## config.mk

```make
export PLATFORM = sky130hd
export DESIGN_NAME = ip_tx
export DESIGN_NICKNAME = d
export VERILOG_FILES = /design/src/rtl/ip_tx_pkg.sv /design/src/rtl/ip_hdr_checksum.sv /design/src/rtl/ip_tx.sv
export SDC_FILE = /design/constraint.sdc
export NUM_CORES = 1
export LEC_CHECK = 0
export CORE_UTILIZATION = 59
export CTS_CLUSTER_DIAMETER = 200
export DETAILED_ROUTE_END_ITERATION = 10
export PLACE_DENSITY = 0.85
export SYNTH_ARGS = -nofsm -noshare
export SYNTH_HDL_FRONTEND = slang
export SYNTH_SLANG_ARGS = --single-unit
```

## constraint.sdc

```tcl
create_clock -name i_clk -period 43.2 [get_ports i_clk]
set_input_delay 8.64 -clock i_clk [delete_from_list [all_inputs] [get_ports i_clk]]
set_output_delay 8.64 -clock i_clk [all_outputs]
set_load 0.01 [all_outputs]
```

## src/rtl/ip_tx_pkg.sv

```systemverilog
`default_nettype none
// ============================================================================
//  Module      : ip_tx_pkg
//  Description : Shared constants and types for the IPv4 transmit path.
//                The upper-layer user field is described as a packed struct.
//                Its bit offsets, MSB first, are:
//                  [55:40] payload_len   [39:37] flags   [36:29] protocol
//                  [28:16] frag offset   [15:0]  identification
//  Revision    : 1.0  initial release
// ============================================================================
package ip_tx_pkg;

    localparam logic [7:0]  c_IP_VER_IHL     = 8'h45;
    localparam logic [15:0] c_ETHERTYPE_IPV4 = 16'h0800;
    localparam logic [15:0] c_IP_HDR_LEN     = 16'd20;

    typedef struct packed {
        logic [15:0] payload_len;
        logic [2:0]  flags;
        logic [7:0]  protocol;
        logic [12:0] offset;
        logic [15:0] id;
    } upper_user_t;

    typedef enum logic [2:0] {
        ST_IDLE = 3'd0,
        ST_HDR0 = 3'd1,
        ST_HDR1 = 3'd2,
        ST_DATA = 3'd3,
        ST_TAIL = 3'd4
    } tx_state_e;

endpackage
`default_nettype wire

```

## src/rtl/ip_hdr_checksum.sv

```systemverilog
`default_nettype none
// ============================================================================
//  Module      : ip_hdr_checksum
//  Description : Two-stage IPv4 header checksum. Stage 1 registers a 20-bit
//                sum of the nine header words (checksum field excluded);
//                stage 2 folds the carries twice and inverts.
//                Result appears two clocks after the inputs are presented.
//  Ports       : i_clk, i_rst        clock, async active-high reset
//                i_total_len         IP total length
//                i_id                identification
//                i_flags_offset      {flags, fragment offset}
//                i_ttl_proto         {TTL, protocol}
//                i_src_ip, i_dst_ip  addresses
//                o_checksum          header checksum
//  Revision    : 1.0  initial release
// ============================================================================
module ip_hdr_checksum
    import ip_tx_pkg::*;
(
    input  logic        i_clk,
    input  logic        i_rst,
    input  logic [15:0] i_total_len,
    input  logic [15:0] i_id,
    input  logic [15:0] i_flags_offset,
    input  logic [15:0] i_ttl_proto,
    input  logic [31:0] i_src_ip,
    input  logic [31:0] i_dst_ip,
    output logic [15:0] o_checksum
);

    logic [19:0] sum_d, sum_q;
    logic [16:0] w_fold1;
    logic [15:0] w_fold2;
    logic [15:0] csum_q;

    always_comb begin
        sum_d = 20'({c_IP_VER_IHL, 8'h00}) + 20'(i_total_len) + 20'(i_id)
              + 20'(i_flags_offset) + 20'(i_ttl_proto)
              + 20'(i_src_ip[31:16]) + 20'(i_src_ip[15:0])
              + 20'(i_dst_ip[31:16]) + 20'(i_dst_ip[15:0]);
    end

    // Nine 16-bit words never exceed 20 bits, so two folds always suffice.
    always_comb begin
        w_fold1 = 17'(sum_q[15:0]) + 17'(sum_q[19:16]);
        w_fold2 = w_fold1[15:0] + 16'(w_fold1[16]);
    end

    always_ff @(posedge i_clk or posedge i_rst) begin
        if (i_rst) begin
            sum_q  <= '0;
            csum_q <= '0;
        end else begin
            sum_q  <= sum_d;
            csum_q <= ~w_fold2;
        end
    end

    assign o_checksum = csum_q;

endmodule
`default_nettype wire

```

## src/rtl/ip_tx.sv

```systemverilog
`default_nettype none
// ============================================================================
//  Module      : ip_tx
//  Description : IPv4 transmit path. Prepends a 20-byte IPv4 header to the
//                upper-layer payload stream and realigns the payload by four
//                bytes onto the 64-bit MAC bus.
//  Ports       : i_clk, i_rst                clock, async active-high reset
//                i_dynamic_*                 runtime src/dst IP and dst MAC load
//                s_axis_upper_*              payload in, header fields in user
//                m_axis_mac_*                IP packet out, no backpressure
//  Revision    : 1.0  initial release
// ============================================================================
module ip_tx
    import ip_tx_pkg::*;
#(
    parameter logic [31:0] P_SRC_IP_ADDR  = {8'd192, 8'd168, 8'd100, 8'd99},
    parameter logic [31:0] P_DST_IP_ADDR  = {8'd192, 8'd168, 8'd100, 8'd100},
    parameter logic [47:0] P_DST_MAC_ADDR = 48'hFF_FF_FF_FF_FF_FF,
    parameter logic [7:0]  P_TTL          = 8'd64
) (
    input  logic        i_clk,
    input  logic        i_rst,
    input  logic [31:0] i_dynamic_src_ip,
    input  logic        i_dynamic_src_valid,
    input  logic [31:0] i_dynamic_dst_ip,
    input  logic        i_dynamic_dst_valid,
    input  logic [47:0] i_dynamic_dst_mac,
    input  logic        i_dynamic_dst_mac_valid,
    input  logic [63:0] s_axis_upper_data,
    input  logic [55:0] s_axis_upper_user,
    input  logic [7:0]  s_axis_upper_keep,
    input  logic        s_axis_upper_last,
    input  logic        s_axis_upper_valid,
    output logic        s_axis_upper_ready,
    output logic [63:0] m_axis_mac_data,
    output logic [79:0] m_axis_mac_user,
    output logic [7:0]  m_axis_mac_keep,
    output logic        m_axis_mac_last,
    output logic        m_axis_mac_valid
);

    logic [31:0] src_ip_q, dst_ip_q, snap_src_q, snap_dst_q;
    logic [47:0] dst_mac_q, snap_mac_q;
    upper_user_t snap_user_q;
    tx_state_e   state_q, state_d;
    logic        data_first_q, data_first_d;
    logic        ready_q, ready_d;

    // Payload delay line: three full stages, then only the lower half of the
    // oldest beat is kept, since that is all the realigned output needs.
    logic [2:0][63:0] dly_data_q;
    logic [2:0][7:0]  dly_keep_q;
    logic [2:0]       dly_last_q;
    logic [31:0]      tail_data_q;
    logic [3:0]       tail_keep_q;

    logic [63:0] m_data_q, m_data_d;
    logic [79:0] m_user_q, m_user_d;
    logic [7:0]  m_keep_q, m_keep_d;
    logic        m_last_q, m_last_d, m_valid_q, m_valid_d;

    logic        w_accept, w_start;
    upper_user_t w_user;
    logic [15:0] w_total_len, w_snap_total_len, w_checksum;
    logic [63:0] w_in_masked;

    assign w_accept         = s_axis_upper_valid & ready_q;
    assign w_start          = w_accept & (state_q == ST_IDLE);
    assign w_user           = upper_user_t'(s_axis_upper_user);
    assign w_total_len      = w_user.payload_len + c_IP_HDR_LEN;
    assign w_snap_total_len = snap_user_q.payload_len + c_IP_HDR_LEN;

    always_comb begin
        w_in_masked = '0;
        for (int b = 0; b < 8; b++) begin
            if (s_axis_upper_keep[b]) w_in_masked[8*b +: 8] = s_axis_upper_data[8*b +: 8];
        end
    end

    // Fed from the live first beat so the result lands exactly when W1 is built.
    ip_hdr_checksum u_csum (
        .i_clk          (i_clk),
        .i_rst          (i_rst),
        .i_total_len    (w_total_len),
        .i_id           (w_user.id),
        .i_flags_offset ({w_user.flags, w_user.offset}),
        .i_ttl_proto    ({P_TTL, w_user.protocol}),
        .i_src_ip       (src_ip_q),
        .i_dst_ip       (dst_ip_q),
        .o_checksum     (w_checksum)
    );

    always_ff @(posedge i_clk or posedge i_rst) begin
        if (i_rst) begin
            src_ip_q    <= P_SRC_IP_ADDR;
            dst_ip_q    <= P_DST_IP_ADDR;
            dst_mac_q   <= P_DST_MAC_ADDR;
            snap_src_q  <= '0;
            snap_dst_q  <= '0;
            snap_mac_q  <= '0;
            snap_user_q <= '0;
            dly_data_q  <= '0;
            dly_keep_q  <= '0;
            dly_last_q  <= '0;
            tail_data_q <= '0;
            tail_keep_q <= '0;
        end else begin
            if (i_dynamic_src_valid)     src_ip_q  <= i_dynamic_src_ip;
            if (i_dynamic_dst_valid)     dst_ip_q  <= i_dynamic_dst_ip;
            if (i_dynamic_dst_mac_valid) dst_mac_q <= i_dynamic_dst_mac;
            if (w_start) begin
                snap_src_q  <= src_ip_q;
                snap_dst_q  <= dst_ip_q;
                snap_mac_q  <= dst_mac_q;
                snap_user_q <= w_user;
            end
            dly_data_q[0] <= w_accept ? w_in_masked : '0;
            dly_keep_q[0] <= w_accept ? s_axis_upper_keep : '0;
            dly_last_q[0] <= w_accept & s_axis_upper_last;
            dly_data_q[2:1] <= dly_data_q[1:0];
            dly_keep_q[2:1] <= dly_keep_q[1:0];
            dly_last_q[2:1] <= dly_last_q[1:0];
            tail_data_q <= dly_data_q[2][31:0];
            tail_keep_q <= dly_keep_q[2][3:0];
        end
    end

    always_comb begin
        state_d      = state_q;
        data_first_d = data_first_q;
        m_valid_d    = 1'b0;
        m_last_d     = 1'b0;
        m_data_d     = '0;
        m_keep_d     = 8'hFF;
        m_user_d     = m_user_q;
        case (state_q)
            ST_IDLE: begin
                if (w_start) state_d = ST_HDR0;
            end
            ST_HDR0: begin
                m_valid_d = 1'b1;
                m_data_d  = {c_IP_VER_IHL, 8'h00, w_snap_total_len, snap_user_q.id,
                             snap_user_q.flags, snap_user_q.offset};
                m_user_d  = {w_snap_total_len, snap_mac_q, c_ETHERTYPE_IPV4};
                state_d   = ST_HDR1;
            end
            ST_HDR1: begin
                m_valid_d    = 1'b1;
                m_data_d     = {P_TTL, snap_user_q.protocol, w_checksum, snap_src_q};
                data_first_d = 1'b1;
                state_d      = ST_DATA;
            end
            ST_DATA: begin
                // The first data word borrows its upper half from the dst IP.
                m_valid_d    = 1'b1;
                data_first_d = 1'b0;
                m_data_d     = {(data_first_q ? snap_dst_q : tail_data_q),
                                dly_data_q[2][63:32]};
                if (dly_last_q[2]) begin
                    if (dly_keep_q[2] <= 8'hF0) begin
                        m_last_d = 1'b1;
                        m_keep_d = {4'hF, dly_keep_q[2][7:4]};
                        state_d  = ST_IDLE;
                    end else begin
                        state_d  = ST_TAIL;
                    end
                end
            end
            ST_TAIL: begin
                m_valid_d = 1'b1;
                m_last_d  = 1'b1;
                m_data_d  = {tail_data_q, 32'h0};
                m_keep_d  = {tail_keep_q, 4'h0};
                state_d   = ST_IDLE;
            end
            default: state_d = ST_IDLE;
        endcase
    end

    // Closed after the final input beat; reopened once the packet has drained.
    always_comb begin
        ready_d = ready_q;
        if (w_accept && s_axis_upper_last) ready_d = 1'b0;
        else if (m_last_q)                 ready_d = 1'b1;
    end

    always_ff @(posedge i_clk or posedge i_rst) begin
        if (i_rst) begin
            state_q      <= ST_IDLE;
            data_first_q <= 1'b0;
            ready_q      <= 1'b1;
            m_valid_q    <= 1'b0;
            m_last_q     <= 1'b0;
            m_data_q     <= '0;
            m_keep_q     <= 8'hFF;
            m_user_q     <= '0;
        end else begin
            state_q      <= state_d;
            data_first_q <= data_first_d;
            ready_q      <= ready_d;
            m_valid_q    <= m_valid_d;
            m_last_q     <= m_last_d;
            m_data_q     <= m_data_d;
            m_keep_q     <= m_keep_d;
            m_user_q     <= m_user_d;
        end
    end

    assign s_axis_upper_ready = ready_q;
    assign m_axis_mac_data    = m_data_q;
    assign m_axis_mac_user    = m_user_q;
    assign m_axis_mac_keep    = m_keep_q;
    assign m_axis_mac_last    = m_last_q;
    assign m_axis_mac_valid   = m_valid_q;

endmodule
`default_nettype wire

```

Word-level counts from Yosys, hierarchy flattened:

Index checks and enable logic that the tools add are counted.

* equality and inequality tests: 6
* add/subtract/negate cells: 12
* magnitude comparators: 1
* reductions and logical operators: 6
* bitwise gates (word level): 4
* muxes and demuxes: 26

Operator list (number)
* $pmux 64 s4: 1
* $add 20x16->20: 6
* $mux 8: 9
* $mux 64: 1
* $add 16x5->16 const B: 2
* $mux 32: 1
* $add 20x15->20: 1
* $add 15x16->17 const A: 1
* $add 16x4->17: 1
* $add 16x1->16: 1
* $not 16->16: 1
* $pmux 8 s2: 1
* $pmux 3 s4: 1
* $mux 3: 3
* $le 8x8->1 const B: 1
* $mux 4: 2
* $eq 3x2->1 const B: 2
* $mux 1: 5
* $ne 2x2->1 const B: 2
* $pmux 1 s2: 2
* $reduce_bool 2->1: 2
* $reduce_or 4->1: 1
* $and 1x1->1: 3
* $eq 3x1->1 const B: 1
* other kinds (4): 4

* logic and storage cells: 85
* input bits: 247
* output and inout port bits: 155
* bits in registers: 715

Logic depth before layout (Yosys ltp):

Gate-level depths: netlist of the first run.

* word-level depth: 9
* gate-level depth with buffers: 22
* depth with buffers taken out: 22

By module:

From an unflattened synthesis of the first run, not the netlist that was laid out.

* cells, all modules: 2137
* area, all modules: 29415.7 um^2

Modules (own cells, without submodules)
* ip_tx: sequential area each 17091.4 um^2, cells each 1603, area each 24278.3 um^2, times used 1
* ip_hdr_checksum: sequential area each 900.9 um^2, cells each 534, area each 5137.4 um^2, times used 1

Worst setup path before layout of the first run:

No wires, ideal clock.

* path type: input to register
* start: input port s_axis_upper_user[42]
* end: register u_csum.sum_q[18]
* slack: 29.589 ns
* cell stages on the path: 22
* buffers on the path: 0
* arrival time: 13.488 ns
* library setup time: 0.123 ns
* path through: ha_1 > o211a_1 > nand2_1 > xor2_1 > inv_1 > ha_1 > nand2b_1 > a32oi_1 > xnor2_1 > fa_1 > inv_1 > fa_1 > fa_1 > fa_1 > inv_1 > ha_1 > o21ai_0 > a21oi_1 > o21a_1 > o41a_1 > o41a_1 > xor2_1

* word-level cells in the longest chain between the ends: 9

RTL lines
* from (decl): RTL line ip_tx.sv:30 `input logic [55:0] s_axis_upper_user,`
* $add 16x5->16: RTL line ip_tx.sv:70 `assign w_total_len = w_user.payload_len + c_IP_HDR_LEN;`
* $add 15x16->17: RTL line ip_hdr_checksum.sv:37 `sum_d = 20'({c_IP_VER_IHL, 8'h00}) + 20'(i_total_len) + 20'(i_id)`
* $add 20x16->20: RTL line ip_hdr_checksum.sv:37
* $add 20x16->20: RTL line ip_hdr_checksum.sv:38 `+ 20'(i_flags_offset) + 20'(i_ttl_proto)`
* $add 20x15->20: RTL line ip_hdr_checksum.sv:38
* $add 20x16->20 (2 in a row): RTL line ip_hdr_checksum.sv:39 `+ 20'(i_src_ip[31:16]) + 20'(i_src_ip[15:0])`
* $add 20x16->20 (2 in a row): RTL line ip_hdr_checksum.sv:40 `+ 20'(i_dst_ip[31:16]) + 20'(i_dst_ip[15:0]);`
* via u_csum.sum_d[18]: RTL line ip_hdr_checksum.sv:31 `logic [19:0] sum_d, sum_q;`
* to (signal assigned): RTL line ip_hdr_checksum.sv:54 `sum_q <= sum_d;`
* to (decl): RTL line ip_hdr_checksum.sv:31

The timed path passes the listed nets, and every way through them passes these cells.
A chain may end at the register's enable or synchronous reset.

Worst setup path after layout of the first run:

* start: input port s_axis_upper_user[42]
* end: register u_csum.sum_q[19]

The elaborated chain is that of the path after synthesis.

==> results.ini, run 1 <==
[outcome]
status=finished, final reports clean

[route]
ant_nets=0
vias=17777
first_iter_violations=1525
totalWireLength_mm=73.7
drc=0
wl_per_cell_microns=23.6
drtPass1Iterations=8
vias_per_cell=5.70

[floorplan]
num_rows=79
initial_utilization_pct=60.4
coreArea_sq_mm=0.0470
dieArea_sq_mm=0.0490
io_pins=402
die_w_microns=221
die_h_microns=221

[layout]
synthToLayoutAreaGrowth_pct=23.8
final_common_cell=dfrtp_1
n_fill_cell=2779
drive_gt1_share_pct=20.7
layout_common_cells=634 x dfrtp_1, 384 x clkdlybuf4s50_1, 290 x mux2_2
fin_nets=2819

[grt]
grt_max_degree=199
grt_pass1_vias=19282
antenna_found_initial=12
overflow=0
grt_pass1_wl_mm=114
grt_usage_pct=31.0

[clocking]
numCtsBuffers=71
cts_resized=0
cts_tree=yes
cts_setup_buffers=0
clk_pin_slew_ps=60
ctsHtreeMaxLevel=3
cts_root_buf=clkbuf_16
holdBufCountCts=0
clk_path_buf_depth=3
cts.sinks=715
clock_latency_ps=620

[job]
drv_cap=0

[logic_synthesis]
ys_ff_latch=715
netlist.top_cell.by_area=dfrtp_1
ys.flop_type=dfrtp_1
synth_edf_count=0
yosysTopAreaCellShare_pct=56.0
ys_types=60
seq_area_frac_synth_pct=63.4
netlist_instances=2058
syn-mean-instance-area_sq_um=13.8
synth_warnings=0
ys_top_cells_by_area=dfrtp_1 56%, mux2_2 12%, dfstp_2 7.4%
synthesis.area_sq_mm=0.0284
synthArstFlopShare_pct=100

[hold_path]
hold_path_class=register to register

[timing]
hold_ws_ps=335
hold_viol=0
max-slew-margin-rel_pct=18.2
rsz0062_at_grt=false
min_period_ps=14270
drv_slew=0
tightest_slew_ps=1230
setup_violations=0
tns_ps=0
fmax_ghz=0.0701
fin_crit_sh_pct=33.0
setup_slack_ps=28930
skew_ps=23.8

[critical_path]
required_ps=43670
crit_type=input port to register
slowest_stage=clkdlybuf4s50_1
arrival_ps=14750
end_kind=register
worstPathMaxFanout=6
cp_cell_sequence=clkdlybuf4s50_1 > ha_1 > o211a_1 > nand2_1 > xor2_1 > inv_1 > ha_1 > fa_1 > inv_1 > fa_1 > inv_1 > fa_1 > fa_1 > ha_1 > a21o_1 > a21oi_1 > nor2b_1 > o21ai_1 > a211o_1 > a221oi_2 > o21ai_0
cp_slowest_stage_delay_ps=580
critPathMostFrequentCell=fa_1
setup.worst_path.start_class=input port

[pwr]
power_density_mw_per_mm2=66.7
power_leakage_nw=16.9
ir_drop_mv=0.0574

[place]
numPortBuffers=386
dp_hpwl_mm=50.9
pre_cts_ws_ps=28490
gp_congestion=0.891

==> synthesized netlist by cell type (all sizes together) (9+ instances only) <==
library cell	instances
a21oi	22
a222oi	19
a22oi	34
and2	69
and3	19
buf	31
clkbuf	72
dfrtp	635
dfstp	80
fa	88
ha	38
inv	110
mux2	290
nand2	243
nand2b	12
nand3	20
nor2	64
nor2b	9
nor3	10
o21ai	54
xnor2	43
xor2	20
==> flip-flops by register name (all words and copies together) (netlist names), 4 cells and up <==
register,flops
dly_keep_q,24
snap_user_q,56
m_axis_mac_keep,8
m_axis_mac_user,65
u_csum.o_checksum,16
dst_ip_q,32
snap_mac_q,48
tail_data_q,32
tail_keep_q,4
src_ip_q,32
dly_data_q,192
snap_dst_q,32
snap_src_q,32
dst_mac_q,48
m_axis_mac_data,64
u_csum.sum_q,20
==> power by group <==
group          internal (mW)  switching [mW]
registers              0.830          0.0993
logic                  0.375           0.422
clock network          0.363           0.254
==> kinds of logic (layout without fill, tap and decap cells) <==
family          after synthesis  after routing  synth area share (%)
xor+xnor                     63             63                  1.94
flops                       715            715                  63.4
compound gates              182            182                  4.55
simple gates                461            461                  7.41
buf+inv                     213            644                  3.04
fa+ha+maj                   126            126                  7.88
mux                         297            297                  11.8
other cells                   1             22                0.0132
==> worst paths after layout <==
kind / startpoint / to / cells after the start / slack, ps
setup / recovery: s_axis_upper_user[42] / u_csum.sum_q[19] / 21 / 28930
hold / removal: dly_data_q[118] / dly_data_q[182] / 0 / 330
hold reg to reg: dly_data_q[118] / dly_data_q[182] / 0 / 330
min in group asynchronous: i_rst / dly_data_q[47] / 2 / 8640
max in group asynchronous: i_rst / snap_mac_q[1] / 4 / 31910
setup reg to reg: src_ip_q[1] / u_csum.sum_q[14] / 16 / 38280
==> stage by stage <==
step / power [mW] / utilization, % / area, sq um / cells
floorplan: 1.42 / - / 28400 / 2072
global placement: 1.68 / 69.8 / 32800 / 2980
detailed placement: 1.71 / 69.8 / 32800 / 2980
CTS: 2.34 / 74.8 / 35100 / 3110
global route: 2.46 / 74.8 / 35100 / 3115
finish: 2.34 / 74.9 / 35100 / 3117
==> layout make-up <==
cell class / instances / area [sq um] / share of cell area [%]
inverter: 110 / 420 / 1.20
timing repair buffer: 404 / 4000 / 11.4
tap: 607 / 759 / 2.16
multi-input combinational: 1144 / 9610 / 27.3
clock inverter: 12 / 129 / 0.367
sequential: 715 / 18000 / 51.2
antenna: 7 / 17.5 / 0.0498
clock buffer: 118 / 2220 / 6.31
==> worst max-delay path: cells and delay by family <==
| family | cells | cell delay (ps) |
|---|---|---|
| buffers and inverters | 4 | 770 |
| adder cells (fa/ha/maj) | 7 | 2960 |
| AO/OA/AOI/OAI | 7 | 1710 |
| AND/OR/NAND/NOR | 2 | 350 |
| XOR/XNOR | 1 | 310 |
==> metal layers <==
layer / wire length [microns] / track usage [%]
met5: 65 / 0
met3: 4440 / 6.36
met2: 37700 / 52.8
met4: 3220 / 13.7
met1: 28300 / 38.6
Power figures use the tool's default switching activity.
==> run 2: changes to the inputs <==
- CORE_UTILIZATION: 59 -> 55
- PLACE_DENSITY: 0.85 -> 0.8
- clock period: 43.2 -> 13.7 ns (I/O delays scaled with it)
==> results.ini, run 2 (same netlist as run 1, synthesis figures left out) <==
[route]
wl_per_cell_microns=22.3  ; -5.6%
vias=17253  ; -2.9%
drc=0  ; unchanged
totalWireLength_mm=71.0  ; -3.6%
drtPass1Iterations=10  ; +2
ant_nets=0  ; unchanged
vias_per_cell=5.42  ; -5.0%
first_iter_violations=1248  ; -18%

[floorplan]
num_rows=82  ; +3.8%
coreArea_sq_mm=0.0505  ; +7.5%
dieArea_sq_mm=0.0525  ; +7.2%
die_w_microns=229  ; +3.5%
initial_utilization_pct=56.2  ; -4.2 points
io_pins=402  ; unchanged
die_h_microns=229  ; +3.5%

[timing]
setup_violations=0  ; unchanged
hold_ws_ps=333  ; -1.72 ps
tns_ps=0  ; unchanged
hold_viol=0  ; unchanged
skew_ps=28.8  ; +5.04 ps
tightest_slew_ps=1250  ; +21.8 ps
rsz0062_at_grt=false
fmax_ghz=0.120
min_period_ps=8350
drv_slew=0  ; unchanged
fin_crit_sh_pct=61.0
max-slew-margin-rel_pct=16.8  ; -1.5 points

[critical_path]
arrival_ps=8840  ; -5910 ps
end_kind=register
setup.worst_path.start_class=input port
cp_slowest_stage_delay_ps=550  ; -30 ps
slowest_stage=fa_1
ff2ff_path_depth=18  ; +2
required_ps=14190  ; -29480 ps
cp_cell_sequence=clkdlybuf4s50_1 > ha_1 > o211a_1 > nand2_1 > xor2_1 > inv_1 > ha_1 > nand2b_1 > a32oi_1 > xnor2_1 > fa_1 > inv_1 > fa_1 > fa_1 > fa_1 > inv_1 > ha_1 > o21ai_0 > a21oi_1 > o21a_1 > o41a_1 > o41a_1 > xor2_1
crit_type=input port to register
worstPathMaxFanout=6  ; unchanged
critPathMostFrequentCell=fa_1

[clocking]
numCtsBuffers=73  ; +2.8%
cts_tree=yes
cts_resized=0  ; unchanged
holdBufCountCts=0  ; unchanged
cts.sinks=715  ; unchanged
cts_root_buf=clkbuf_16
clk_pin_slew_ps=60  ; about the same
ctsHtreeMaxLevel=3  ; unchanged
clock_latency_ps=620  ; about the same
cts_setup_buffers=0  ; unchanged
clk_path_buf_depth=3  ; unchanged

[layout]
top_register=dly_data_q
ff_latch_area_sq_mm=0.0180  ; unchanged
final_common_cell=dfrtp_1
layout_common_cells=634 x dfrtp_1, 384 x clkdlybuf4s50_1, 290 x mux2_2
synthToLayoutAreaGrowth_pct=24.8
drive_gt1_share_pct=20.9  ; +0.21 points
largest_reg_flops=192  ; unchanged
n_fill_cell=3345  ; +20%
fin_nets=2819  ; unchanged
multiInputGateArea_sq_mm=0.00961  ; about the same

[place]
gp_congestion=0.883  ; -0.96%
numPortBuffers=386  ; unchanged
dp_hpwl_mm=50.2  ; -1.3%

[grt]
grt_max_degree=207  ; +4.0%
grt_pass1_vias=18535  ; -3.9%
overflow=0  ; unchanged
grt_usage_pct=27.8  ; -3.2 points
antenna_found_initial=13  ; +1
grt_pass1_wl_mm=109  ; -4.5%

[pwr]
power_leakage_nw=17.0  ; +0.49%
pwr-share-comb_pct=33.0  ; -1.0 points
power_density_mw_per_mm2=210  ; +220%
p_seq_share_pct=39.2  ; -0.5 points
internal_power_mw=5.04  ; +220%
clock_power_share_pct=27.8  ; +1.5 points
swShare_pct=32.3  ; -0.78 points
power.net_switching_mw=2.41  ; +210%
ir_drop_mv=0.166  ; +190%
power.total_mw=7.45  ; +220%

[hold_path]
holdPathStages=0  ; unchanged
hold_path_class=register to register

[outcome]
status=finished, final reports clean

[job]
drv_cap=0  ; unchanged

## run 2: cell count changes in the layout (fill, tap and decap cells not counted), moves of 4 or more
cell       change
clkbuf_8      -14
clkinv_2      +10
bufinv_16      +8
buf_4          -4
## run 2: through the flow
step                      std cells  instance area, sq um  utilization [%]  setup WS (ps)
after floorplan                2072                 28400                -           1230
after global placement         3043                 32900             65.1           4990
after detailed placement       3043                 32900             65.1           4740
after CTS                      3179                 35400             70.1           5390
after global routing           3182                 35400             70.1           5140
final                          3184                 35400             70.1           5350
## run 2: per-layer routing
layer	up-vias	track usage [%]	routed length [microns]
li1	7604	-	-
met1	8864	34.5	27700
met2	584	45.8	35200
met3	185	7.01	4460
met4	16	13.5	3560
met5	-	0	89
## run 2: final cells by class
class	count	share of cell area, %
sequential	715	50.8
multi-input combinational	1144	27.1
timing repair buffer	402	11.3
clock buffer	104	5.83
tap	672	2.37
clock inverter	32	1.29
inverter	110	1.18
antenna	5	0.0353
## run 2: path summary, 6_finish.rpt
path / from / endpoint / slack, ps
hold / removal: dly_keep_q[7] / dly_keep_q[15] / 330
min in group asynchronous: i_rst / dly_data_q[108] / 2720
hold reg to reg: dly_keep_q[7] / dly_keep_q[15] / 330
setup / recovery: s_axis_upper_user[42] / u_csum.sum_q[18] / 5350
setup reg to reg: src_ip_q[1] / u_csum.sum_q[18] / 8880
max in group asynchronous: i_rst / m_axis_mac_data[35] / 8810
## run 2: power by group through the flow
| stage | sequential [mW] | clock [mW] | combinational [mW] |
|---|---|---|---|
| 3_3_place_gp | 2.92 | 0 | 2.38 |
| 2_1_floorplan | 2.90 | 0 | 1.58 |
| 3_5_place_dp | 2.94 | 0 | 2.45 |
| 5_1_grt | 2.97 | 2.19 | 2.72 |
| 4_1_cts | 2.92 | 2.11 | 2.47 |
| 6_report | 2.92 | 2.07 | 2.46 |
## run 2: worst max-delay path, delay by kind of cell
| kind | cells | cell delay (ps) |
|---|---|---|
| AO/OA/AOI/OAI | 7 | 1450 |
| buffers and inverters | 4 | 720 |
| AND/OR/NAND/NOR | 2 | 350 |
| adder cells (fa/ha/maj) | 7 | 2960 |
| XOR/XNOR | 3 | 620 |
==> run 3: changes to the inputs <==
- clock period: 13.7 -> 8.35 ns (I/O delays scaled with it)
==> results.ini, run 3 (same netlist as run 1, synthesis figures left out) <==
[outcome]
status=finished, final reports clean

[route]
ant_nets=0  ; unchanged
drc=0  ; unchanged
drtPass1Iterations=8  ; -2
drt-met1-wl_mm=27.8  ; +0.32%
totalWireLength_mm=71.5  ; +0.68%
vias=17311  ; +0.34%
dr_wl_met3_mm=4.62  ; +3.5%
vias_per_cell=5.44  ; +0.37%
wl_per_cell_microns=22.5  ; +0.71%
first_iter_violations=1365  ; +9.4%
wl_met2_mm=35.9  ; +2.1%
top_layer=met5

[critical_path]
worstPathMaxFanout=6  ; unchanged
arrival_ps=7650  ; -1190 ps
setup.worst_path.start_class=input port
end_kind=register
ff2ff_path_depth=18  ; unchanged
crit_type=input port to register
required_ps=8860  ; -5330 ps
r2r-start=src_ip_q[1]
r2r_slack_ps=3470  ; -5410 ps
r2r-end=u_csum.sum_q[18]

[place]
dp_hpwl_mm=50.1  ; -0.29%
dp.cells=3044  ; +0.033%
placed_cell_area_sq_mm=0.0329  ; about the same
numPortBuffers=386  ; unchanged
pre_cts_ws_ps=611  ; -4130 ps
gp_congestion=0.876  ; -0.75%

[clocking]
holdBufCountCts=0  ; unchanged
cts_tree=yes
cts_setup_buffers=0  ; unchanged
clk_pin_slew_ps=60  ; about the same
clock_latency_ps=600  ; -20 ps
clk_path_buf_depth=3  ; unchanged
cts_resized=0  ; unchanged
ctsHtreeMaxLevel=3  ; unchanged
cts.sinks=715  ; unchanged
numCtsBuffers=74  ; +1.4%
cts_root_buf=clkbuf_16

[floorplan]
die_h_microns=229  ; unchanged
die_w_microns=229  ; unchanged
num_rows=82  ; unchanged
io_pins=402  ; unchanged
coreArea_sq_mm=0.0505  ; unchanged
initial_utilization_pct=56.2  ; unchanged
dieArea_sq_mm=0.0525  ; unchanged

[pwr]
power.total_mw=12.1  ; +63%
power_density_mw_per_mm2=343  ; +63%
power_leakage_nw=17.0  ; -0.20%
ir_drop_mv=0.282  ; +69%

[hold_path]
min-delay-start=dly_data_q[19]
min_to=dly_data_q[83]
hold_path_class=register to register
holdPathStages=0  ; unchanged

[layout]
layout_common_cells=634 x dfrtp_1, 384 x clkdlybuf4s50_1, 290 x mux2_2
top_register=dly_data_q
finalInstanceArea_sq_mm=0.0353  ; -0.20%
n_fill_cell=3376  ; +0.93%
largest_reg_flops=192  ; unchanged
drive_gt1_share_pct=20.9  ; +0.033 points
final_common_cell=dfrtp_1
finalNonFillerCells=3183  ; -0.031%
final_core_util_pct=70.0  ; -0.14 points
multiInputGateArea_sq_mm=0.00960  ; -0.13%
fin_nets=2821  ; +0.071%
synthToLayoutAreaGrowth_pct=24.5
ff_latch_area_sq_mm=0.0180  ; unchanged

[timing]
min_period_ps=7140
fmax_ghz=0.140
drv_slew=0  ; unchanged
hold_ws_ps=340  ; +7.20 ps
rsz0062_at_grt=false
tightest_slew_ps=1210  ; -37.9 ps
setup_violations=0  ; unchanged
max-slew-margin-rel_pct=19.3  ; +2.5 points
skew_ps=24.5  ; -4.33 ps
tns_ps=0  ; unchanged
hold_viol=0  ; unchanged
setup_slack_ps=1210  ; -4140 ps
fin_crit_sh_pct=85.5

[grt]
overflow=0  ; unchanged
antenna_found_initial=11  ; -2
grt_max_degree=205  ; -0.97%
grt_pass1_wl_mm=110  ; +1.7%
grt_usage_pct=28.2  ; +0.35 points
grt_pass1_vias=18823  ; +1.6%

[job]
drv_cap=0  ; unchanged

==> run 3: routing by layer <==
layer,up-vias,track usage (%)
met2,586,46.6
met5,-,0
met4,12,12.5
li1,7619,-
met3,172,6.56
met1,8922,35.6
==> run 3: layout make-up <==
class | count | area share (%)
multi-input combinational | 1144 | 27.2
tap | 672 | 2.38
clock buffer | 112 | 6.30
clock inverter | 19 | 0.559
antenna | 8 | 0.0566
timing repair buffer | 403 | 11.4
sequential | 715 | 50.9
inverter | 110 | 1.18
==> run 3: where the power goes <==
group	internal [mW]	switching (mW)	leakage, nW	total [mW]
combinational	1.94	2.14	6.40	4.08
sequential	4.29	0.492	9.37	4.79
clock	1.93	1.32	1.20	3.25
==> run 3: worst max-delay path, cell delays in order <==
cell             delay, ps
clkdlybuf4s50_1        530
ha_1                   300
o211a_1                320
nand2_1                140
xor2_1                 310
inv_1                   80
ha_1                   320
fa_1                   480
inv_1                   50
fa_1                   530
inv_1                   50
fa_1                   510
fa_1                   510
ha_1                   360
a21o_1                 190
a21oi_1                210
nor2b_1                160
o21ai_1                120
a211o_1                310
a221oi_2               300
xnor2_1                170
==> run 3: worst max path at each step <==
| stage | from | to | slack, ps | cells after the start |
|---|---|---|---|---|
| 3_3_place_gp | s_axis_upper_user[42] | u_csum.sum_q[18] | 720 | 23 |
| 6_report | s_axis_upper_user[42] | u_csum.sum_q[17] | 1210 | 21 |
| 2_1_floorplan | i_rst | data_first_q | -3050 | 1 |
| 4_1_cts | s_axis_upper_user[42] | u_csum.sum_q[18] | 1220 | 23 |
| 5_1_grt | s_axis_upper_user[42] | u_csum.sum_q[19] | 940 | 21 |
| 3_5_place_dp | s_axis_upper_user[42] | u_csum.sum_q[18] | 610 | 23 |
